===== config.mk =====
export PLATFORM = sky130hd
export DESIGN_NAME = instr_encoder
export DESIGN_NICKNAME = d
export VERILOG_FILES = /design/src/rtl/instr_pkg.sv /design/src/rtl/instr_pack.sv /design/src/rtl/instr_encoder.sv
export SDC_FILE = /design/constraint.sdc
export NUM_CORES = 1
export LEC_CHECK = 0
export BUFFER_PORTS_ARGS = -buffer_cell sky130_fd_sc_hd__buf_2
export CELL_PAD_IN_SITES_DETAIL_PLACEMENT = 1
export CELL_PAD_IN_SITES_GLOBAL_PLACEMENT = 1
export CORE_MARGIN = 2
export CORE_UTILIZATION = 38
export CTS_CLUSTER_DIAMETER = 40
export CTS_CLUSTER_SIZE = 25
export DETAILED_ROUTE_END_ITERATION = 8
export PLACE_DENSITY = 0.85
export SLEW_MARGIN = 20
export SYNTH_ARGS = -nofsm -noshare
export SYNTH_HDL_FRONTEND = slang
export SYNTH_SLANG_ARGS = --single-unit

===== constraint.sdc =====
create_clock -name clk -period 4.8 [get_ports clk]
set_input_delay 0.24 -clock clk [delete_from_list [all_inputs] [get_ports clk]]
set_output_delay 0.24 -clock clk [all_outputs]
set_load 0.01 [all_outputs]

===== src/rtl/instr_pkg.sv =====
// instr_pkg: shared instruction-set definitions for the encoder and decoder.
//   op_e        - opcode enumeration (OP_LW=0 .. OP_BNEZ=11, 12..15 unused)
//   fmt_e       - encoding format {FMT_R, FMT_N, FMT_MK, FMT_B}
//   op_fmt()    - opcode -> format lookup (legal opcodes only)
//   ERR_*       - err_code values reported by the encoder
//   *_LSB       - field bit positions inside the 16-bit word
package instr_pkg;

    typedef enum logic [3:0] {
        OP_LW   = 4'd0,
        OP_SW   = 4'd1,
        OP_ADD  = 4'd2,
        OP_ADDI = 4'd3,
        OP_SUB  = 4'd4,
        OP_LI   = 4'd5,
        OP_AND  = 4'd6,
        OP_OR   = 4'd7,
        OP_SLLI = 4'd8,
        OP_SRLI = 4'd9,
        OP_BEQZ = 4'd10,
        OP_BNEZ = 4'd11
    } op_e;

    typedef enum logic [1:0] {
        FMT_R  = 2'd0,
        FMT_N  = 2'd1,
        FMT_MK = 2'd2,
        FMT_B  = 2'd3
    } fmt_e;

    localparam logic [3:0] OP_LAST  = 4'd11;

    localparam logic [1:0] ERR_NONE = 2'b00;
    localparam logic [1:0] ERR_OPC  = 2'b01;
    localparam logic [1:0] ERR_IMM  = 2'b10;
    localparam logic [1:0] ERR_RS1  = 2'b11;

    localparam int OPC_LSB  = 12;
    localparam int RD_LSB   = 9;
    localparam int RS1_LSB  = 6;
    localparam int RS2_LSB  = 3;
    localparam int IMM7_LSB = 2;

    // Only meaningful for opcodes 0..11; out-of-range opcodes fall into
    // FMT_MK here and must be rejected by the caller first.
    function automatic fmt_e op_fmt(input logic [3:0] op);
        case (op)
            4'd2, 4'd4, 4'd6, 4'd7: op_fmt = FMT_R;
            4'd3, 4'd8, 4'd9:       op_fmt = FMT_N;
            4'd10, 4'd11:           op_fmt = FMT_B;
            default:                op_fmt = FMT_MK;
        endcase
    endfunction

endpackage


===== src/rtl/instr_pack.sv =====
// instr_pack: combinational field packer. Builds the 16-bit instruction word
// from the field bundle and reports whether the bundle is well formed.
//   opcode_i, rd_i, rs1_i, rs2_i, imm_i - field bundle (imm_i signed 9-bit)
//   word_o     - encoded word (only meaningful when legal_o)
//   legal_o    - bundle passes all range checks
//   err_code_o - ERR_NONE when legal, otherwise the first failing check:
//                opcode, then immediate range, then rs1[2] in M/K format
module instr_pack
    import instr_pkg::*;
(
    input  logic [3:0]  opcode_i,
    input  logic [2:0]  rd_i,
    input  logic [2:0]  rs1_i,
    input  logic [2:0]  rs2_i,
    input  logic [8:0]  imm_i,
    output logic [15:0] word_o,
    output logic        legal_o,
    output logic [1:0]  err_code_o
);

    logic       opc_ok;
    logic       imm7_ok;
    logic       nzimm_ok;
    logic [8:0] low;

    // A 9-bit signed value fits in N bits when its top (9-N+1) bits agree.
    assign opc_ok   = (opcode_i <= OP_LAST);
    assign imm7_ok  = (&imm_i[8:6]) | ~(|imm_i[8:6]);
    assign nzimm_ok = ((&imm_i[8:5]) | ~(|imm_i[8:5])) & (|imm_i);

    always_comb begin
        low        = '0;
        err_code_o = ERR_NONE;
        if (!opc_ok) begin
            err_code_o = ERR_OPC;
        end else begin
            case (op_fmt(opcode_i))
                FMT_R:  low = {rs1_i, rs2_i, 3'b000};
                FMT_N: begin
                    if (!nzimm_ok) err_code_o = ERR_IMM;
                    low = {rs1_i, imm_i[5:0]};
                end
                FMT_MK: begin
                    if (!imm7_ok)      err_code_o = ERR_IMM;
                    else if (rs1_i[2]) err_code_o = ERR_RS1;
                    low = {imm_i[6:0], rs1_i[1:0]};
                end
                FMT_B:  low = imm_i;
            endcase
        end
    end

    assign word_o  = {opcode_i, rd_i, low};
    assign legal_o = (err_code_o == ERR_NONE);

endmodule


===== src/rtl/instr_encoder.sv =====
// instr_encoder: accepts field bundles over a valid/ready handshake, packs
// them via instr_pack and streams legal words into instruction memory from
// BASE upward. Illegal bundles produce a one-cycle err_o pulse instead.
//   clk, rst_n           - clock, synchronous active-low reset
//   start_i              - arm / restart the fill at BASE
//   in_valid_i/ready_o   - bundle handshake (ready only while filling)
//   opcode_i..imm_i      - field bundle
//   imem_we_o/addr/wdata - registered write port, one cycle after accept
//   count_o              - words written since start
//   err_o, err_code_o    - reject pulse and sticky reason code
//   full_o               - DEPTH words written, input blocked until start_i
// Optional: INSTR_ENCODER_CHECKSUM_EN adds checksum_o, the XOR of every word
// written since the last start.
module instr_encoder
    import instr_pkg::*;
#(
    parameter int AW    = 8,
    parameter int DEPTH = 256,
    parameter int BASE  = 0
) (
    input  logic          clk,
    input  logic          rst_n,
    input  logic          start_i,
    input  logic          in_valid_i,
    output logic          in_ready_o,
    input  logic [3:0]    opcode_i,
    input  logic [2:0]    rd_i,
    input  logic [2:0]    rs1_i,
    input  logic [2:0]    rs2_i,
    input  logic [8:0]    imm_i,
    output logic          imem_we_o,
    output logic [AW-1:0] imem_addr_o,
    output logic [15:0]   imem_wdata_o,
    output logic [AW:0]   count_o,
    output logic          err_o,
    output logic [1:0]    err_code_o,
    output logic          full_o
`ifdef INSTR_ENCODER_CHECKSUM_EN
   ,output logic [15:0]   checksum_o
`endif
);

    localparam logic [1:0]    S_IDLE = 2'd0;
    localparam logic [1:0]    S_RUN  = 2'd1;
    localparam logic [1:0]    S_FULL = 2'd2;

    localparam logic [AW-1:0] BASE_A = AW'(BASE);
    localparam logic [AW:0]   LAST_C = (AW+1)'(DEPTH - 1);

    logic [1:0]    state_q, state_d;
    logic [AW:0]   count_q, count_d;
    logic          we_q, we_d;
    logic [AW-1:0] addr_q, addr_d;
    logic [15:0]   wdata_q, wdata_d;
    logic          err_q, err_d;
    logic [1:0]    code_q, code_d;
    logic [15:0]   csum_q, csum_d;

    logic [15:0]   word;
    logic          legal;
    logic [1:0]    code;
    logic          accept;

    instr_pack u_pack (
        .opcode_i   (opcode_i),
        .rd_i       (rd_i),
        .rs1_i      (rs1_i),
        .rs2_i      (rs2_i),
        .imm_i      (imm_i),
        .word_o     (word),
        .legal_o    (legal),
        .err_code_o (code)
    );

    // start_i takes priority: a bundle offered in the same cycle stays
    // pending and is taken after the restart.
    assign accept = in_valid_i & in_ready_o & ~start_i;

    always_comb begin
        state_d = state_q;
        count_d = count_q;
        we_d    = 1'b0;
        addr_d  = addr_q;
        wdata_d = wdata_q;
        err_d   = 1'b0;
        code_d  = code_q;
        csum_d  = csum_q;
        if (start_i) begin
            state_d = S_RUN;
            count_d = '0;
            csum_d  = '0;
        end else if (accept) begin
            if (legal) begin
                we_d    = 1'b1;
                addr_d  = BASE_A + count_q[AW-1:0];
                wdata_d = word;
                count_d = count_q + 1'b1;
                csum_d  = csum_q ^ word;
                if (count_q == LAST_C) state_d = S_FULL;
            end else begin
                err_d  = 1'b1;
                code_d = code;
            end
        end
    end

    always_ff @(posedge clk) begin
        if (!rst_n) begin
            state_q <= S_IDLE;
            count_q <= '0;
            we_q    <= 1'b0;
            addr_q  <= '0;
            wdata_q <= '0;
            err_q   <= 1'b0;
            code_q  <= ERR_NONE;
            csum_q  <= '0;
        end else begin
            state_q <= state_d;
            count_q <= count_d;
            we_q    <= we_d;
            addr_q  <= addr_d;
            wdata_q <= wdata_d;
            err_q   <= err_d;
            code_q  <= code_d;
            csum_q  <= csum_d;
        end
    end

    assign in_ready_o   = (state_q == S_RUN);
    assign full_o       = (state_q == S_FULL);
    assign imem_we_o    = we_q;
    assign imem_addr_o  = addr_q;
    assign imem_wdata_o = wdata_q;
    assign count_o      = count_q;
    assign err_o        = err_q;
    assign err_code_o   = code_q;

`ifdef INSTR_ENCODER_CHECKSUM_EN
    assign checksum_o = csum_q;
`else
    // Accumulator is left unobserved in the default build and trims away.
    logic unused_csum;
    assign unused_csum = ^csum_q;
`endif

endmodule


==> metrics.txt, run 1 <==
Synth area leaders dfxtp_1 41%, o21ai_1 6.4%, nand2_1 6.0%; P_leak 1.02 nW; Peak VDD IR 0.122 mV; worst path bufs/invs 1; Clock Skew 3.06 ps; post_cts resized 0; Design Area, Final 2330 um2; Post-Place Cells 342; sequential cell area 781 um2; clock power share 0.341; CTS tree built; Fillers 616; Worst Path Max Fanout 17; pin count of the biggest net entering global routing 53; input/output buffers 64; Die Area 5550 um2; GR Layer Usage met3 0.0434; Core ar. 4750 um2; Final nets 314; status finished clean; Tmin final 2520 ps; DRT Wirelength 5.09 mm; Worst-Skew Late Latency 290 ps; vias post-DR 1,901; Seq/Total Area, Yosys 0.414; Clk pin slew, worst setup/hold paths 70 ps; wire length per cell 14.6 um; top_reg_cell synth dfxtp_1; Switching Share 0.264; most used cell along the critical path a21oi_1; I/O Pins 65; number of CTS-inserted buffers 5; global route overflow 0; worst path cell trace buf_2, a21oi_1, nor2_1, a21oi_1, ha_1, nand3_1, o311ai_1, a211o_1, a221o_1, o211a_1; P_sw 0.000165 W; Residual DRC 0; most common cell after layout, fill and taps aside buf_2; layout cells sized above 1 0.261; final hold violation count 0; # clock sinks 39; met2 Usage GRT 0.323; delay-heaviest family, CP compound AO/OA/AOI/OAI gates; H-tree levels 2; Final period util 0.524; Antenna Nets Post-Route 0; #FFs+latches synth 39; Root Driver clkbuf_8; Yosys top cell by area dfxtp_1; endpoint class of the critical path register; Worst EP arrival 2750 ps; Synth warnings 0; fmax 398 MHz; area grow syn2layout 23.3%; # Post-CTS Setup Buffers 0; max_cap viols 0; multi-input logic area 1030 um2; Die Height 74.5 um; unrepaired setup endpoints after global routing false; Worst setup SP type input pin; slew margin rel. 0.459; post-synth net total 256; Flop pwr share 0.527; initial antenna violation count 0; commonest cells after routing, fill and taps aside 64 x buf_2, 39 x dfxtp_1, 30 x nand2_1; Pins Over Slew Limit 0; initial core utilization 0.397; die width 74.5 um; pin slew with the least headroom to its limit 812 ps; Mean Syn Cell Area 8.43 um2; Synth top area share 0.414; Setup TNS 0 ps; Core Rows 25; Slowest-stage cell, CP o311ai_1; CTS Hold Bufs 0; met1 Usage GRT 0.249; kind of critical path in2reg; synth unique cells 44; vias in the first global route 1,798; Critical Path Max Stage Delay 540 ps; number of enable flip-flop cells after synthesis 0; share of flip-flops with an asynchronous set or reset 0; DR pass1 iterations 4; first-pass GRT wire length 8.32 mm; Vias per Instance 5.43; Netlist Area Pre-Place 1890 um2; Max clock buf depth 2; 1st-iter DRT viols 93; Hold WC Path Type in2reg; most used routing layer met2; Gate Count Post-Synth 224; Util after Layout 0.489; Setup Viol. Count Final 0; final non-filler cell total 350; placer congestion estimate 0.850; PD cells 269 nW/um2; Antenna Cells 0; global-route usage over all layers 0.193; Logic pwr share 0.132; Post-DP HPWL 3.80 mm; Critical Path RT 5040 ps; internal power 0.000462 W; Placed Area 2250 um2
==> power groups by stage <==
stage	Combinational (W)	Sequential [W]	Clock, W
4_1_cts	0.0000835	0.000331	0.000220
3_5_place_dp	0.0000833	0.000338	0
6_report	0.0000828	0.000331	0.000214
3_3_place_gp	0.0000819	0.000338	0
5_1_grt	0.0000929	0.000331	0.000234
2_1_floorplan	0.0000507	0.000340	0
==> stage by stage <==
| stage | power, W | setup slack (ps) | hold slack [ps] |
|---|---|---|---|
| floorplan | 0.000390 | 2600 | 373 |
| global placement | 0.000420 | 2080 | 434 |
| detailed placement | 0.000421 | 1980 | 443 |
| CTS | 0.000634 | 2290 | 163 |
| global route | 0.000658 | 1970 | 176 |
| finish | 0.000627 | 2280 | 166 |
==> Yosys cell counts (2+ instances only) <==
library cell / number
dfxtp_1: 39
nand2_1: 30
o21ai_1: 24
nand3_1: 20
clkbuf_1: 12
a21oi_1: 10
nor2_1: 9
nand4_1: 8
a22o_1: 6
ha_1: 6
inv_1: 5
o31ai_1: 4
or4_1: 4
a221o_1: 3
a22oi_1: 3
and2_1: 3
o211a_1: 3
o21ai_0: 3
a21boi_1: 2
and3_1: 2
nand2b_1: 2
nor2b_1: 2
or3_1: 2
xnor2_1: 2
==> final timing paths <==
path,start,to,slack (ps),cells past startpoint
max reg2reg,state_q[1]$_SDFFE_PP0P_,count_o[7]$_SDFFE_PP0P_,2680,5
max,opcode_i[2],imem_wdata_o[8]$_SDFFE_PN0P_,2280,10
min,rd_i[0],imem_wdata_o[9]$_SDFFE_PN0P_,170,3
min reg2reg,imem_wdata_o[9]$_SDFFE_PN0P_,imem_wdata_o[9]$_SDFFE_PN0P_,450,2
==> flip-flops by register name (all words and copies together) (netlist names) <==
name,cells
imem_we_o,1
err_o,1
state_q,2
imem_addr_o,8
err_code_o,2
imem_wdata_o,16
count_o,9
==> cell families (layout without fill, tap and decap cells) <==
family	count (synthesis)	after routing	share of synthesized area
xor gates and xnor gates	2	2	0.00928
buffers and inverters	19	78	0.0384
and+or+nand+nor	87	87	0.231
muxes	1	1	0.00530
DFF	39	39	0.414
adders and majority gates	6	6	0.0398
AOI/OAI and AO/OA	70	70	0.262
==> layer usage <==
metal  part of all wire  vias up  wire length (um)
met3              0.047        7               241
met4              0.012        0                61
met5                  0        -                 0
met1               0.45      903              2310
li1                   -      943                 -
met2               0.49       48              2480
==> area by class of cell <==
type,count,share of cell area
clock buffers,7,0.0328
clock inverters,1,0.00215
inverters,5,0.00806
multi-input cells,166,0.445
flip-flops and latches,39,0.335
well taps,67,0.0360
repair buffers,65,0.141
==> tightest hold or removal path, delay by kind of cell <==
kind,cells,cell delay (ps)
AOI/OAI and AO/OA,1,60
and+or+nand+nor,1,50
buffers and inverters,1,70
No activity file was read; power rests on OpenSTA's default activity.
==> inputs of run 2 (changes only) <==
CORE_UTILIZATION = 36   (was 38)
PLACE_DENSITY = 0.81   (was 0.85)
clock period = 2.64 ns   (was 4.8 ns; I/O delays follow)
==> metrics.txt, run 2 (synthesized netlist as in run 1, its figures left out) <==
status finished clean; Setup TNS 0 ps; slew margin rel. 0.572; Placed Area 2280 um2; RR Endpoint count_o[7]$_SDFFE_PP0P_; pin slew with the least headroom to its limit 632 ps; max_cap viols 0; Worst-Skew Late Latency 290 ps; R2R cell count 5; # Post-CTS Setup Buffers 0; Critical Path RT 2880 ps; die width 76.4 um; Worst path depth 11; I/O Pins 65; Clock Skew 7.39 ps; Vias per Instance 5.33; endpoint class of the critical path register; Core ar. 5070 um2; Final nets 318; worst path bufs/invs 2; most common cell after layout, fill and taps aside buf_2; vias post-DR 1,904; area grow syn2layout 25.0%; 1st-iter DRT viols 47; wire length per cell 14.7 um; Final period util 0.918; initial antenna violation count 0; register-to-register setup slack 550 ps; input/output buffers 64; Antenna Cells 0; Power, Total 0.00114 W; P_leak 1.03 nW; DR pass1 iterations 4; placer congestion estimate 0.850; pin count of the biggest net entering global routing 53; CP endpoint imem_wdata_o[7]$_SDFFE_PN0P_; max reg flops 16; global-route usage over all layers 0.183; Clk pin slew, worst setup/hold paths 80 ps; layout cells sized above 1 0.272; final hold violation count 0; initial core utilization 0.372; worst path cell trace buf_2, a21oi_1, nor2_1, a21oi_1, ha_1, nand3_1, o311ai_1, a211o_1, buf_4, a221o_1, o211a_1; delay-heaviest family, CP compound AO/OA/AOI/OAI gates; Worst EP arrival 2660 ps; Design Area, Final 2360 um2; first-pass GRT wire length 8.80 mm; H-tree levels 2; CTS tree built; Max clock buf depth 2; Setup Viol. Count Final 0; Fillers 657; vias in the first global route 1,921; Post-DP HPWL 4.01 mm; Antenna Nets Post-Route 0; Tmin final 2420 ps; CP Launch Point opcode_i[2]; PD cells 484 nW/um2; Slowest-stage cell, CP o311ai_1; commonest cells after routing, fill and taps aside 64 x buf_2, 39 x dfxtp_1, 30 x nand2_1; Critical Path Max Stage Delay 570 ps; # clock sinks 39; CTS Hold Bufs 0; number of CTS-inserted buffers 5; Peak VDD IR 0.209 mV; Root Driver clkbuf_8; worst r2r src state_q[1]$_SDFFE_PP0P_; Die Height 76.4 um; fmax 413 MHz; Core Rows 26; kind of critical path in2reg; post_cts resized 0; Worst setup SP type input pin; Worst Path Max Fanout 11; Util after Layout 0.465; most used cell along the critical path a21oi_1; Hold WC Path Type in2reg; Pins Over Slew Limit 0; global route overflow 0; unrepaired setup endpoints after global routing false; DRT Wirelength 5.26 mm; Residual DRC 0; Die Area 5840 um2
[run 2: changes by cell type in the layout (fill, tap and decap cells not counted), sizes merged]
cell,delta
buf,+4
[run 2: per-layer routing]
metal | vias to the layer above | routed length (um) | global-route usage
met4 | 0 | 85 | 0.0636
li1 | 943 | - | -
met2 | 44 | 2610 | 0.320
met5 | - | 0 | 0
met1 | 910 | 2360 | 0.224
met3 | 7 | 203 | 0.0355
[run 2: area by class of cell]
| class | count | area, um2 | area share |
|---|---|---|---|
| clock buffer | 7 | 76.3 | 0.0323 |
| clock inverter | 1 | 5.00 | 0.00212 |
| inverter | 5 | 18.8 | 0.00795 |
| multi-input combinational | 166 | 1030 | 0.438 |
| sequential | 39 | 781 | 0.331 |
| tap | 70 | 87.6 | 0.0371 |
| timing repair buffer | 69 | 358 | 0.152 |
[run 2: stage by stage]
step           setup WS (ps)  hold WS, ps  instances
2_1_floorplan            546          265        224
6_report                 217         68.3        357
3_3_place_gp             142          352        349
4_1_cts                  240         60.1        357
5_1_grt                0.662         72.0        357
3_5_place_dp           -67.4          367        349
[run 2: report_power, final]
part	switching [W]	internal (W)	total (W)
Sequential	0.00000502	0.000596	0.000601
Combinational	0.0000967	0.0000617	0.000158
Clock	0.000198	0.000185	0.000384
[run 2: how the worst min path moves through the flow]
stage,cells after the start,slack (ps),end,from
2_1_floorplan,2,260,imem_wdata_o[14]$_SDFFE_PN0P_,opcode_i[2]
3_3_place_gp,3,350,imem_wdata_o[10]$_SDFFE_PN0P_,rd_i[1]
3_5_place_dp,3,370,imem_wdata_o[10]$_SDFFE_PN0P_,rd_i[1]
4_1_cts,3,60,imem_wdata_o[9]$_SDFFE_PN0P_,rd_i[0]
5_1_grt,3,70,imem_wdata_o[9]$_SDFFE_PN0P_,rd_i[0]
6_report,3,70,imem_wdata_o[10]$_SDFFE_PN0P_,rd_i[1]
[run 2: tightest hold or removal path: cells and delay by family]
family                 cells  cell delay [ps]
AO/OA/AOI/OAI              1               60
buffers and inverters      1               70
AND/OR/NAND/NOR            1               50
==> inputs of run 3 (changes only) <==
CTS_BUF_LIST = sky130_fd_sc_hd__clkbuf_16   (was not set)
GPL_TIMING_DRIVEN = 0   (was not set)
==> metrics.txt, run 3 (synthesized netlist as in run 1, its figures left out) <==
status finished clean; commonest cells after routing, fill and taps aside 64 x buf_2, 39 x dfxtp_1, 30 x nand2_1; Worst Path Max Fanout 10; Worst Hold Path EP imem_wdata_o[10]$_SDFFE_PN0P_; worst r2r src state_q[1]$_SDFFE_PP0P_; global route overflow 0; final setup margin 231 ps; Max clock buf depth 2; worst hold slack 81.5 ps; kind of critical path in2reg; Residual DRC 0; RR Endpoint imem_wdata_o[13]$_SDFFE_PN0P_; slew margin rel. 0.594; layout cells sized above 1 0.264; DRT Wirelength 5.92 mm; Slowest-stage cell, CP a211oi_4; Worst-Skew Late Latency 280 ps; Die Area 5840 um2; Clk pin slew, worst setup/hold paths 60 ps; Peak VDD IR 0.244 mV; die width 76.4 um; Tmin final 2410 ps; GR Layer Usage met3 0.0320; first-pass GRT wire length 10.0 mm; PD cells 556 nW/um2; most common cell after layout, fill and taps aside buf_2; Pins Over Slew Limit 0; Critical Path Max Stage Delay 520 ps; initial antenna violation count 0; vias post-DR 1,978; 1st-iter DRT viols 82; Worst setup SP type input pin; Placed Area 2290 um2; pin slew with the least headroom to its limit 600 ps; I/O Pins 65; unrepaired setup endpoints after global routing false; max reg flops 16; placer congestion estimate 0.791; P_leak 1.06 nW; worst hold path stage count 3; met2 Usage GRT 0.381; Worst EP arrival 2620 ps; Setup WS pre-CTS -130 ps; vias in the first global route 1,971; DR pass1 iterations 4; H-tree levels 2; Design Area, Final 2440 um2; final hold violation count 0; most used routing layer met2; # clock sinks 39; Root Driver clkbuf_16; fmax 415 MHz; CTS tree built; Vias per Instance 5.42; R2R cell count 6; endpoint class of the critical path register; wire length per cell 16.2 um; Post-DP HPWL 4.42 mm; register-to-register setup slack 540 ps; hold path start rd_i[1]; pin count of the biggest net entering global routing 14; Hold WC Path Type in2reg; initial core utilization 0.372; max_cap viols 0; Final period util 0.913; worst path cell trace buf_2, a21oi_1, nor2_1, inv_1, ha_1, clkbuf_1, and2_1, o311a_4, a211oi_4, clkbuf_2, nand3_1, o21ai_1; delay-heaviest family, CP compound AO/OA/AOI/OAI gates; global-route usage over all layers 0.212; Core Rows 26; number of CTS-inserted buffers 5; Die Height 76.4 um; input/output buffers 63; Antenna Cells 0; Antenna Nets Post-Route 0; Setup TNS 0 ps; # Post-CTS Setup Buffers 0; met1 Usage GRT 0.263; worst path bufs/invs 4; Final nets 326; Critical Path RT 2850 ps; Setup Viol. Count Final 0; Clock Skew 5.99 ps; Core ar. 5070 um2; area grow syn2layout 29.2%
run 3: changes by cell type in the layout (fill, tap and decap cells not counted), sizes merged:
| cell | before | now |
|---|---|---|
| buf | 69 | 65 |
| clkbuf | 7 | 17 |
| clkinvlp | 0 | 2 |
run 3: worst max-delay path by stage:
stage / start / end / cells after the start
2_1_floorplan: opcode_i[1] / count_o[5]$_SDFFE_PP0P_ / 10
3_3_place_gp: opcode_i[1] / imem_wdata_o[1]$_SDFFE_PN0P_ / 12
3_5_place_dp: opcode_i[1] / imem_wdata_o[1]$_SDFFE_PN0P_ / 12
4_1_cts: opcode_i[1] / imem_wdata_o[13]$_SDFFE_PN0P_ / 12
5_1_grt: opcode_i[1] / imem_wdata_o[1]$_SDFFE_PN0P_ / 12
6_report: opcode_i[1] / imem_wdata_o[13]$_SDFFE_PN0P_ / 12
run 3: layout make-up:
| cell class | count | area, um2 |
|---|---|---|
| inverters | 5 | 18.8 |
| repair buffers | 63 | 315 |
| flip-flops and latches | 39 | 781 |
| clock inverters | 3 | 20.0 |
| well taps | 70 | 87.6 |
| fillers | 671 | 2640 |
| clock buffers | 5 | 125 |
| multi-input cells | 166 | 1030 |
| plain buffers | 14 | 57.6 |
run 3: what timing repair did:
action	CTS	global route
gates resized for setup	0	6
hold buffers	0	0
endpoints found under the setup margin	0	13
run 3: through the flow:
step                utilization  std cells  total power [W]
finish                    0.481        365          0.00136
global route              0.481        365          0.00141
CTS                       0.480        365          0.00136
detailed placement        0.451        357         0.000775
global placement          0.451        357         0.000771
floorplan                     -        224         0.000710
run 3: worst min-delay path, delay by kind of cell:
family / cells / cell delay [ps]
AO/OA/AOI/OAI: 1 / 70
AND/OR/NAND/NOR: 1 / 50
buffers and inverters: 1 / 80
run 3: power by group:
part | switching, W | internal, W
Combinational | 0.000101 | 0.0000611
Sequential | 0.00000476 | 0.000597
Clock | 0.000244 | 0.000348
Total | 0.000350 | 0.00101
run 3: per-layer routing:
layer	wire, um	vias to the layer above	share of wire
li1	-	968	-
met1	2540	954	0.43
met2	3060	51	0.52
met3	252	5	0.043
met4	66	0	0.011
met5	0	-	0
